==> config.mk <==
export PLATFORM = sky130hd
export DESIGN_NAME = cu_microseq_flat
export DESIGN_NICKNAME = d
export VERILOG_FILES = /design/src/rtl/frank_cu_pkg.sv /design/src/rtl/cu_microseq_if.sv /design/src/rtl/cu_ucode_ram.sv /design/src/rtl/cu_microseq.sv /design/src/flat_wrapper.sv
export SDC_FILE = /design/constraint.sdc
export NUM_CORES = 1
export LEC_CHECK = 0
export CAP_MARGIN = 20
export CORE_ASPECT_RATIO = 1.4
export CORE_MARGIN = 3
export CORE_UTILIZATION = 45
export CTS_CLUSTER_SIZE = 30
export DETAILED_ROUTE_END_ITERATION = 7
export PLACE_DENSITY = 0.7
export SETUP_SLACK_MARGIN = 0.15
export SLEW_MARGIN = 5
export SYNTH_ARGS = -nofsm -noshare
export SYNTH_HDL_FRONTEND = slang
export SYNTH_SLANG_ARGS = --single-unit
==> constraint.sdc <==
create_clock -name i_clk -period 7.9 [get_ports i_clk]
set_clock_uncertainty 0.05 [all_clocks]
set_input_delay 1.185 -clock i_clk [delete_from_list [all_inputs] [get_ports i_clk]]
set_output_delay 1.185 -clock i_clk [all_outputs]
set_load 0.005 [all_outputs]
==> src/rtl/frank_cu_pkg.sv <==
// frank_cu_pkg: shared definitions for the microcoded control unit.
//   - sequencer state encoding
//   - datapath control-bus field positions and the microcode LAST flag position
//   - default execute-cycle budget per instruction
package frank_cu_pkg;

    typedef enum logic [0:0] {
        ST_FETCH = 1'b0,
        ST_EXEC  = 1'b1
    } state_t;

    localparam int CB_W_DEF    = 17;
    localparam int MAX_CYC_DEF = 4;

    // Control-bus field indices
    localparam int JUMP       = 16;
    localparam int J_MODE_HI  = 15;
    localparam int J_MODE_LO  = 14;
    localparam int CALL       = 13;
    localparam int RETURN     = 12;
    localparam int ADDRIN     = 11;
    localparam int FRIN       = 10;
    localparam int WREGIN_HI  = 9;
    localparam int WREGIN_LO  = 8;
    localparam int ALUIN1     = 7;
    localparam int ALUIN2     = 6;
    localparam int FRR        = 5;
    localparam int PCW        = 4;
    localparam int ADDRW      = 3;
    localparam int FRW        = 2;
    localparam int WREGW      = 1;
    localparam int STATUSW    = 0;

    // Microcode word is {last, ctrl[CB_W-1:0]}; last sits at bit CB_W
    localparam int LAST_BIT   = CB_W_DEF;

endpackage

==> src/rtl/cu_microseq_if.sv <==
// cu_microseq_if: decode-side / datapath-side signal bundle of the sequencer.
//   i_en            sequencer enable (0 = stall)
//   i_control_input opcode, sampled in FETCH
//   i_flush         abort current instruction
//   i_uc_we/addr/data microcode write port, data = {last, ctrl}
//   o_control_bus   datapath control strobes
//   o_step          current execute step
//   o_busy          1 while executing
//   o_done          1 in the final execute cycle
// Modports: master drives the inputs (decoder/loader), slave is the sequencer.
interface cu_microseq_if #(
    parameter int OPC_W  = 4,
    parameter int CB_W   = 17,
    parameter int STEP_W = 2
);
    logic                    i_en;
    logic [OPC_W-1:0]        i_control_input;
    logic                    i_flush;
    logic                    i_uc_we;
    logic [OPC_W+STEP_W-1:0] i_uc_addr;
    logic [CB_W:0]           i_uc_data;
    logic [CB_W-1:0]         o_control_bus;
    logic [STEP_W-1:0]       o_step;
    logic                    o_busy;
    logic                    o_done;

    modport master (
        output i_en, i_control_input, i_flush, i_uc_we, i_uc_addr, i_uc_data,
        input  o_control_bus, o_step, o_busy, o_done
    );

    modport slave (
        input  i_en, i_control_input, i_flush, i_uc_we, i_uc_addr, i_uc_data,
        output o_control_bus, o_step, o_busy, o_done
    );
endinterface

==> src/rtl/cu_ucode_ram.sv <==
// cu_ucode_ram: microcode store, synchronous write / asynchronous read.
//   clk      write clock
//   we       write strobe
//   wr_addr  {opcode, step} write address; step >= MAX_CYC is dropped
//   wr_data  {last, ctrl}
//   rd_addr  {opcode, step} read address
//   rd_data  combinational read data (old data during a same-cycle write)
module cu_ucode_ram #(
    parameter int OPC_W   = 4,
    parameter int STEP_W  = 2,
    parameter int MAX_CYC = 4,
    parameter int DATA_W  = 18
) (
    input  logic                    clk,
    input  logic                    we,
    input  logic [OPC_W+STEP_W-1:0] wr_addr,
    input  logic [DATA_W-1:0]       wr_data,
    input  logic [OPC_W+STEP_W-1:0] rd_addr,
    output logic [DATA_W-1:0]       rd_data
);
    localparam int ADDR_W = OPC_W + STEP_W;
    localparam int DEPTH  = 1 << ADDR_W;

    logic [DATA_W-1:0] mem [DEPTH];
    logic              step_ok;

    assign step_ok = int'(wr_addr[STEP_W-1:0]) < MAX_CYC;

    always_ff @(posedge clk) begin
        if (we && step_ok) begin
            mem[wr_addr] <= wr_data;
        end
    end

    assign rd_data = mem[rd_addr];
endmodule

==> src/rtl/cu_microseq.sv <==
// cu_microseq: microcoded control-unit sequencer.
//   i_clk    clock, all state updates on rising edge
//   i_rst_n  synchronous active-low reset (priority over everything)
//   bus      cu_microseq_if.slave: enable, opcode, flush, microcode write port,
//            control bus / step / busy / done outputs
// FETCH latches the opcode when enabled; EXEC steps through ucode[{opc, step}]
// until an entry with LAST set or step MAX_CYC-1, then returns to FETCH.
module cu_microseq
    import frank_cu_pkg::*;
#(
    parameter int OPC_W   = 4,
    parameter int CB_W    = CB_W_DEF,
    parameter int MAX_CYC = MAX_CYC_DEF
) (
    input  logic        i_clk,
    input  logic        i_rst_n,
    cu_microseq_if.slave bus
);
    localparam int STEP_W = (MAX_CYC > 1) ? $clog2(MAX_CYC) : 1;

    state_t            state, state_n;
    logic [STEP_W-1:0] step, step_n;
    logic [OPC_W-1:0]  opc, opc_n;

    logic [CB_W:0]     uc_word;
    logic              uc_last;
    logic              term;

    logic [CB_W-1:0]   ctrl_out;
    logic              busy_out;
    logic              done_out;

    // Writes during a reset cycle are discarded
    cu_ucode_ram #(
        .OPC_W   (OPC_W),
        .STEP_W  (STEP_W),
        .MAX_CYC (MAX_CYC),
        .DATA_W  (CB_W + 1)
    ) u_ram (
        .clk     (i_clk),
        .we      (bus.i_uc_we & i_rst_n),
        .wr_addr (bus.i_uc_addr),
        .wr_data (bus.i_uc_data),
        .rd_addr ({opc, step}),
        .rd_data (uc_word)
    );

    assign uc_last = uc_word[CB_W];
    assign term    = uc_last | (step == STEP_W'(MAX_CYC - 1));

    always_ff @(posedge i_clk) begin
        if (!i_rst_n) begin
            state <= ST_FETCH;
            step  <= '0;
            opc   <= '0;
        end else begin
            state <= state_n;
            step  <= step_n;
            opc   <= opc_n;
        end
    end

    always_comb begin
        state_n  = state;
        step_n   = step;
        opc_n    = opc;
        ctrl_out = '0;
        busy_out = 1'b0;
        done_out = 1'b0;

        unique case (state)
            ST_FETCH: begin
                step_n = '0;
                if (!bus.i_flush && bus.i_en) begin
                    state_n = ST_EXEC;
                    opc_n   = bus.i_control_input;
                end
            end
            ST_EXEC: begin
                busy_out = 1'b1;
                // Stall suppresses both strobes and completion; flush only the strobes
                done_out = bus.i_en & term;
                if (bus.i_en && !bus.i_flush) begin
                    ctrl_out = uc_word[CB_W-1:0];
                end
                if (bus.i_flush) begin
                    state_n = ST_FETCH;
                    step_n  = '0;
                end else if (bus.i_en) begin
                    if (term) begin
                        state_n = ST_FETCH;
                        step_n  = '0;
                    end else begin
                        step_n = step + 1'b1;
                    end
                end
            end
            default: begin
                state_n = ST_FETCH;
                step_n  = '0;
            end
        endcase
    end

    assign bus.o_control_bus = ctrl_out;
    assign bus.o_step        = step;
    assign bus.o_busy        = busy_out;
    assign bus.o_done        = done_out;
endmodule

==> src/flat_wrapper.sv <==
// flat-port wrapper written by rule: the top's interface ports become plain ports
module cu_microseq_flat import frank_cu_pkg::*;
#(
    parameter int OPC_W   = 4,
    parameter int CB_W    = CB_W_DEF,
    parameter int MAX_CYC = MAX_CYC_DEF
)
  (i_clk, i_rst_n, bus_i_en, bus_i_control_input, bus_i_flush, bus_i_uc_we, bus_i_uc_addr, bus_i_uc_data, bus_o_control_bus, bus_o_step, bus_o_busy, bus_o_done);
  cu_microseq_if #(.OPC_W(OPC_W), .CB_W(CB_W)) bus_i ();
  input  logic i_clk;
  input  logic i_rst_n;
  input wire logic [$bits(bus_i.i_en)-1:0] bus_i_en;
  input wire logic [$bits(bus_i.i_control_input)-1:0] bus_i_control_input;
  input wire logic [$bits(bus_i.i_flush)-1:0] bus_i_flush;
  input wire logic [$bits(bus_i.i_uc_we)-1:0] bus_i_uc_we;
  input wire logic [$bits(bus_i.i_uc_addr)-1:0] bus_i_uc_addr;
  input wire logic [$bits(bus_i.i_uc_data)-1:0] bus_i_uc_data;
  output wire logic [$bits(bus_i.o_control_bus)-1:0] bus_o_control_bus;
  output wire logic [$bits(bus_i.o_step)-1:0] bus_o_step;
  output wire logic [$bits(bus_i.o_busy)-1:0] bus_o_busy;
  output wire logic [$bits(bus_i.o_done)-1:0] bus_o_done;
  assign bus_i.i_en = bus_i_en;
  assign bus_i.i_control_input = bus_i_control_input;
  assign bus_i.i_flush = bus_i_flush;
  assign bus_i.i_uc_we = bus_i_uc_we;
  assign bus_i.i_uc_addr = bus_i_uc_addr;
  assign bus_i.i_uc_data = bus_i_uc_data;
  assign bus_o_control_bus = bus_i.o_control_bus;
  assign bus_o_step = bus_i.o_step;
  assign bus_o_busy = bus_i.o_busy;
  assign bus_o_done = bus_i.o_done;
  cu_microseq #(.OPC_W(OPC_W), .CB_W(CB_W), .MAX_CYC(MAX_CYC)) u_core (.i_clk(i_clk), .i_rst_n(i_rst_n), .bus(bus_i));
endmodule
==> impl_metrics.yaml <==
placement:
  gp_congestion: 0.847
  io_buffers: 53
  place_hpwl_um: 56800
  place_area_um2: 46900
route:
  wl_um: 103000
  drt_first_pass_iters: 6
  via_per_inst: 5.99
  m1WireLength_um: 36900
  via_count: 20300
  dr.max_layer_used: "met5"
  wl_per_cell_um: 30.3
  dr_wl_met3_um: 7850
  wl_met2_um: 53700
  drc_errors: 0
  antenna_left: 0
  drt_iter0_drc: 2491
power:
  pwr_density_cell_nw_per_um2: 238
  irDropWorstVdd_uv: 152
  total_leakage_power_nw: 15.1
setup_path:
  start_kind: "register"
  path_class: "register to output port"
  reg2reg_setup_slack_ns: 4.56
  cp_data_required_time_ns: 6.66
  worst-path-max-fanout: 49
  rr_endpoint: "u_core.state"
  crit_chain: "buf_4 -> buf_4 -> mux4_2 -> mux4_2 -> inv_1 -> o22ai_1 -> a221o_1 -> clkdlybuf4s50_1"
  path_delay_family: "buffers and inverters"
  arrival_ns: 4.42
  end_kind: "output port"
  r2r-start: "u_core.opc[0]"
  critical-path-slowest-cell: "dfxtp_4"
  cp-startpoint: "u_core.opc[0]"
  slowest_delay_ns: 0.81
  reg2reg_depth: 8
  critical_path_buf_inv_count: 4
clock_network:
  hold_buffers: 0
  root_buffer: "clkbuf_16"
  cts_setup_buffers: 0
  cts.clk_slew.worst_paths_ns: 0.07
  cts_buffers: 96
  cts_resized: 0
  cts_buffer_depth: 3
  insertion_delay_ns: 0.67
  cts_tree: "yes"
  htree_levels: 3
  cts_sinks: 1159
sta:
  final_hold_viol_count: 0
  max_slew_margin: 0.273
  rsz0062_at_grt: "no"
  slew_violations: 0
  fin_crit_sh: 0.716
  fin_tns_setup_ns: 0
  setup_viol: 0
  fmax_mhz: 177
  fin_crit_ns: 5.66
  worstMarginPinSlew_ns: 1.09
min_path:
  min_delay_path_depth: 1
  worstHoldStart: "u_core.state"
  hold_class: "register to register"
  min_to: "u_core.state"
finish:
  drive_gt1_frac: 0.321
  finalNetCount: 2036
  fin_area_um2: 50300
  area.growth.synth_to_final_pct: 13.4
floorplanning:
  start_util: 0.456
  boundaryPins: 54
  rows: 135
  die-area_um2: 102000
  die_w_um: 271
  core-area_um2: 97300
  die-height_um: 378
yosys:
  avgSynthCellArea_um2: 24.0
  ys_warn_count: 0
  synth_compound_area_frac: 0.00908
  yosysSeqAreaShare: 0.783
  synth_xor_area_frac: 0.000197
  synth_edf_count: 1152
  yosys.area_share.simple: 0.0135
  synthDistinctLibCells: 38
  yosys.area_share.adder: 0.000282
  synth_top_family_by_area: "multiplexers"
  synth_fp_nets: 1884
  netlist_area_um2: 44400
  ys_seq_elements: 1159
  async_flop_share: 0
  synth_cells: 1850
  synthFlopType: "edfxtp_1"
  muxShareOfSynthArea: 0.181
global_route:
  grt_pass1_wl_um: 149000
  grt_overflow_total: 0
  antenna_found_initial: 8
  grt_pass1_vias: 20900
  grt.total_usage: 0.203
  grt_max_degree: 138
run:
  max_cap_violations: 0
status:
  status: "complete, no violations"
-- logic make-up (layout without fill, tap and decap cells) --
logic type               after synthesis  count (layout)
flip-flops                          1159            1159
multiplexers                         370             370
XOR/XNOR                               1               1
AND/OR/NAND/NOR                      134             134
AO/OA/AOI/OAI                         52              52
adder cells (fa/ha/maj)                1               1
other                                  0               2
buffers and inverters                133             361
-- flip-flops by register name, summed over array words and instances (netlist names) --
signal             count
u_core.opc             4
u_core.state           1
u_core.u_ram.mem    1152
u_core.bus.o_step      2
-- worst reg2reg max path: stages (launching register included) --
cell and delay, ns:
dfxtp_4 0.81, buf_4 0.40, buf_4 0.54, mux2_2 0.43
a22oi_1 0.19, o211ai_1 0.11, o22ai_1 0.45, a21oi_1 0.08
a31oi_1 0.19
-- cell usage after synthesis, types with 2 or more instances --
library cell | instances | area share
a21oi_1 | 3 | 0.00034
a221o_1 | 17 | 0.0038
a22oi_1 | 5 | 0.00085
a311oi_1 | 2 | 0.00039
and2_1 | 2 | 0.00028
and3_1 | 6 | 0.00085
buf_1 | 7 | 0.00059
buf_2 | 26 | 0.0029
buf_4 | 9 | 0.0015
buf_6 | 3 | 0.00076
clkbuf_1 | 50 | 0.0042
dfxtp_1 | 7 | 0.0032
edfxtp_1 | 1152 | 0.78
inv_1 | 36 | 0.0030
mux2_2 | 4 | 0.0010
mux2i_1 | 20 | 0.0045
mux4_2 | 346 | 0.18
nand2_1 | 21 | 0.0018
nand3_1 | 12 | 0.0014
nand3b_1 | 3 | 0.00051
nor2_1 | 70 | 0.0059
nor2b_1 | 10 | 0.0014
nor3_1 | 5 | 0.00056
o21ai_0 | 2 | 0.00023
o22ai_1 | 18 | 0.0025
or3b_2 | 2 | 0.00039
-- routing by layer --
| metal | global-route usage | vias up |
|---|---|---|
| met4 | 0.0735 | 12 |
| li1 | - | 8219 |
| met5 | 0 | - |
| met1 | 0.254 | 10900 |
| met3 | 0.0417 | 184 |
| met2 | 0.351 | 913 |
-- stage by stage --
stage	cells	utilization	hold WS [ns]	setup WS [ns]	total power, mW
2_1_floorplan	1850	-	0.433	4.34	7.08
3_3_place_gp	3191	0.482	0.433	2.97	7.26
3_5_place_dp	3191	0.482	0.486	2.89	7.28
4_1_cts	3365	0.514	0.500	2.20	12.1
5_1_grt	3379	0.517	0.556	2.11	12.3
6_report	3381	0.517	0.498	2.24	12.0
-- power breakdown --
group / leakage [nW] / total, mW / internal (mW) / switching, mW
sequential: 10.4 / 6.79 / 6.78 / 0.0134
combinational: 3.19 / 0.364 / 0.132 / 0.232
clock: 1.54 / 4.82 / 2.75 / 2.07
total: 15.1 / 12.0 / 9.66 / 2.31
-- how the worst max path moves through the flow --
stage,to,slack [ns],cells after the start
2_1_floorplan,bus_o_control_bus[0],4.34,6
3_3_place_gp,bus_o_control_bus[6],2.97,7
3_5_place_dp,bus_o_control_bus[7],2.89,7
4_1_cts,bus_o_control_bus[6],2.20,7
5_1_grt,bus_o_control_bus[2],2.11,8
6_report,bus_o_control_bus[2],2.24,8
-- placed cells by master, fill, tap and decap left out, types with 6 or more instances in the layout --
cell type	n
clkinv_2	12
clkbuf_1	18
mux4_2	346
mux2i_1	20
o22ai_1	18
buf_12	19
bufinv_16	13
a221o_1	17
edfxtp_1	1152
nor2_2	63
nand2_1	21
clkbuf_16	101
nand3_1	12
inv_1	36
nor2b_1	10
clkinv_1	24
buf_2	18
and3_1	6
buf_4	77
clkdlybuf4s50_1	35
nor2_1	6
-- final cells by class --
type                    instances  area [µm²]
repair buffers                149        1400
flip-flops and latches       1159       34700
multi-input cells             558        9230
clock buffers                 119        2590
diodes                          2        5.00
clock inverters                55         592
fillers                      7351       47000
inverters                      38         145
well taps                    1301        1630
(Power assumes the default switching activity.)
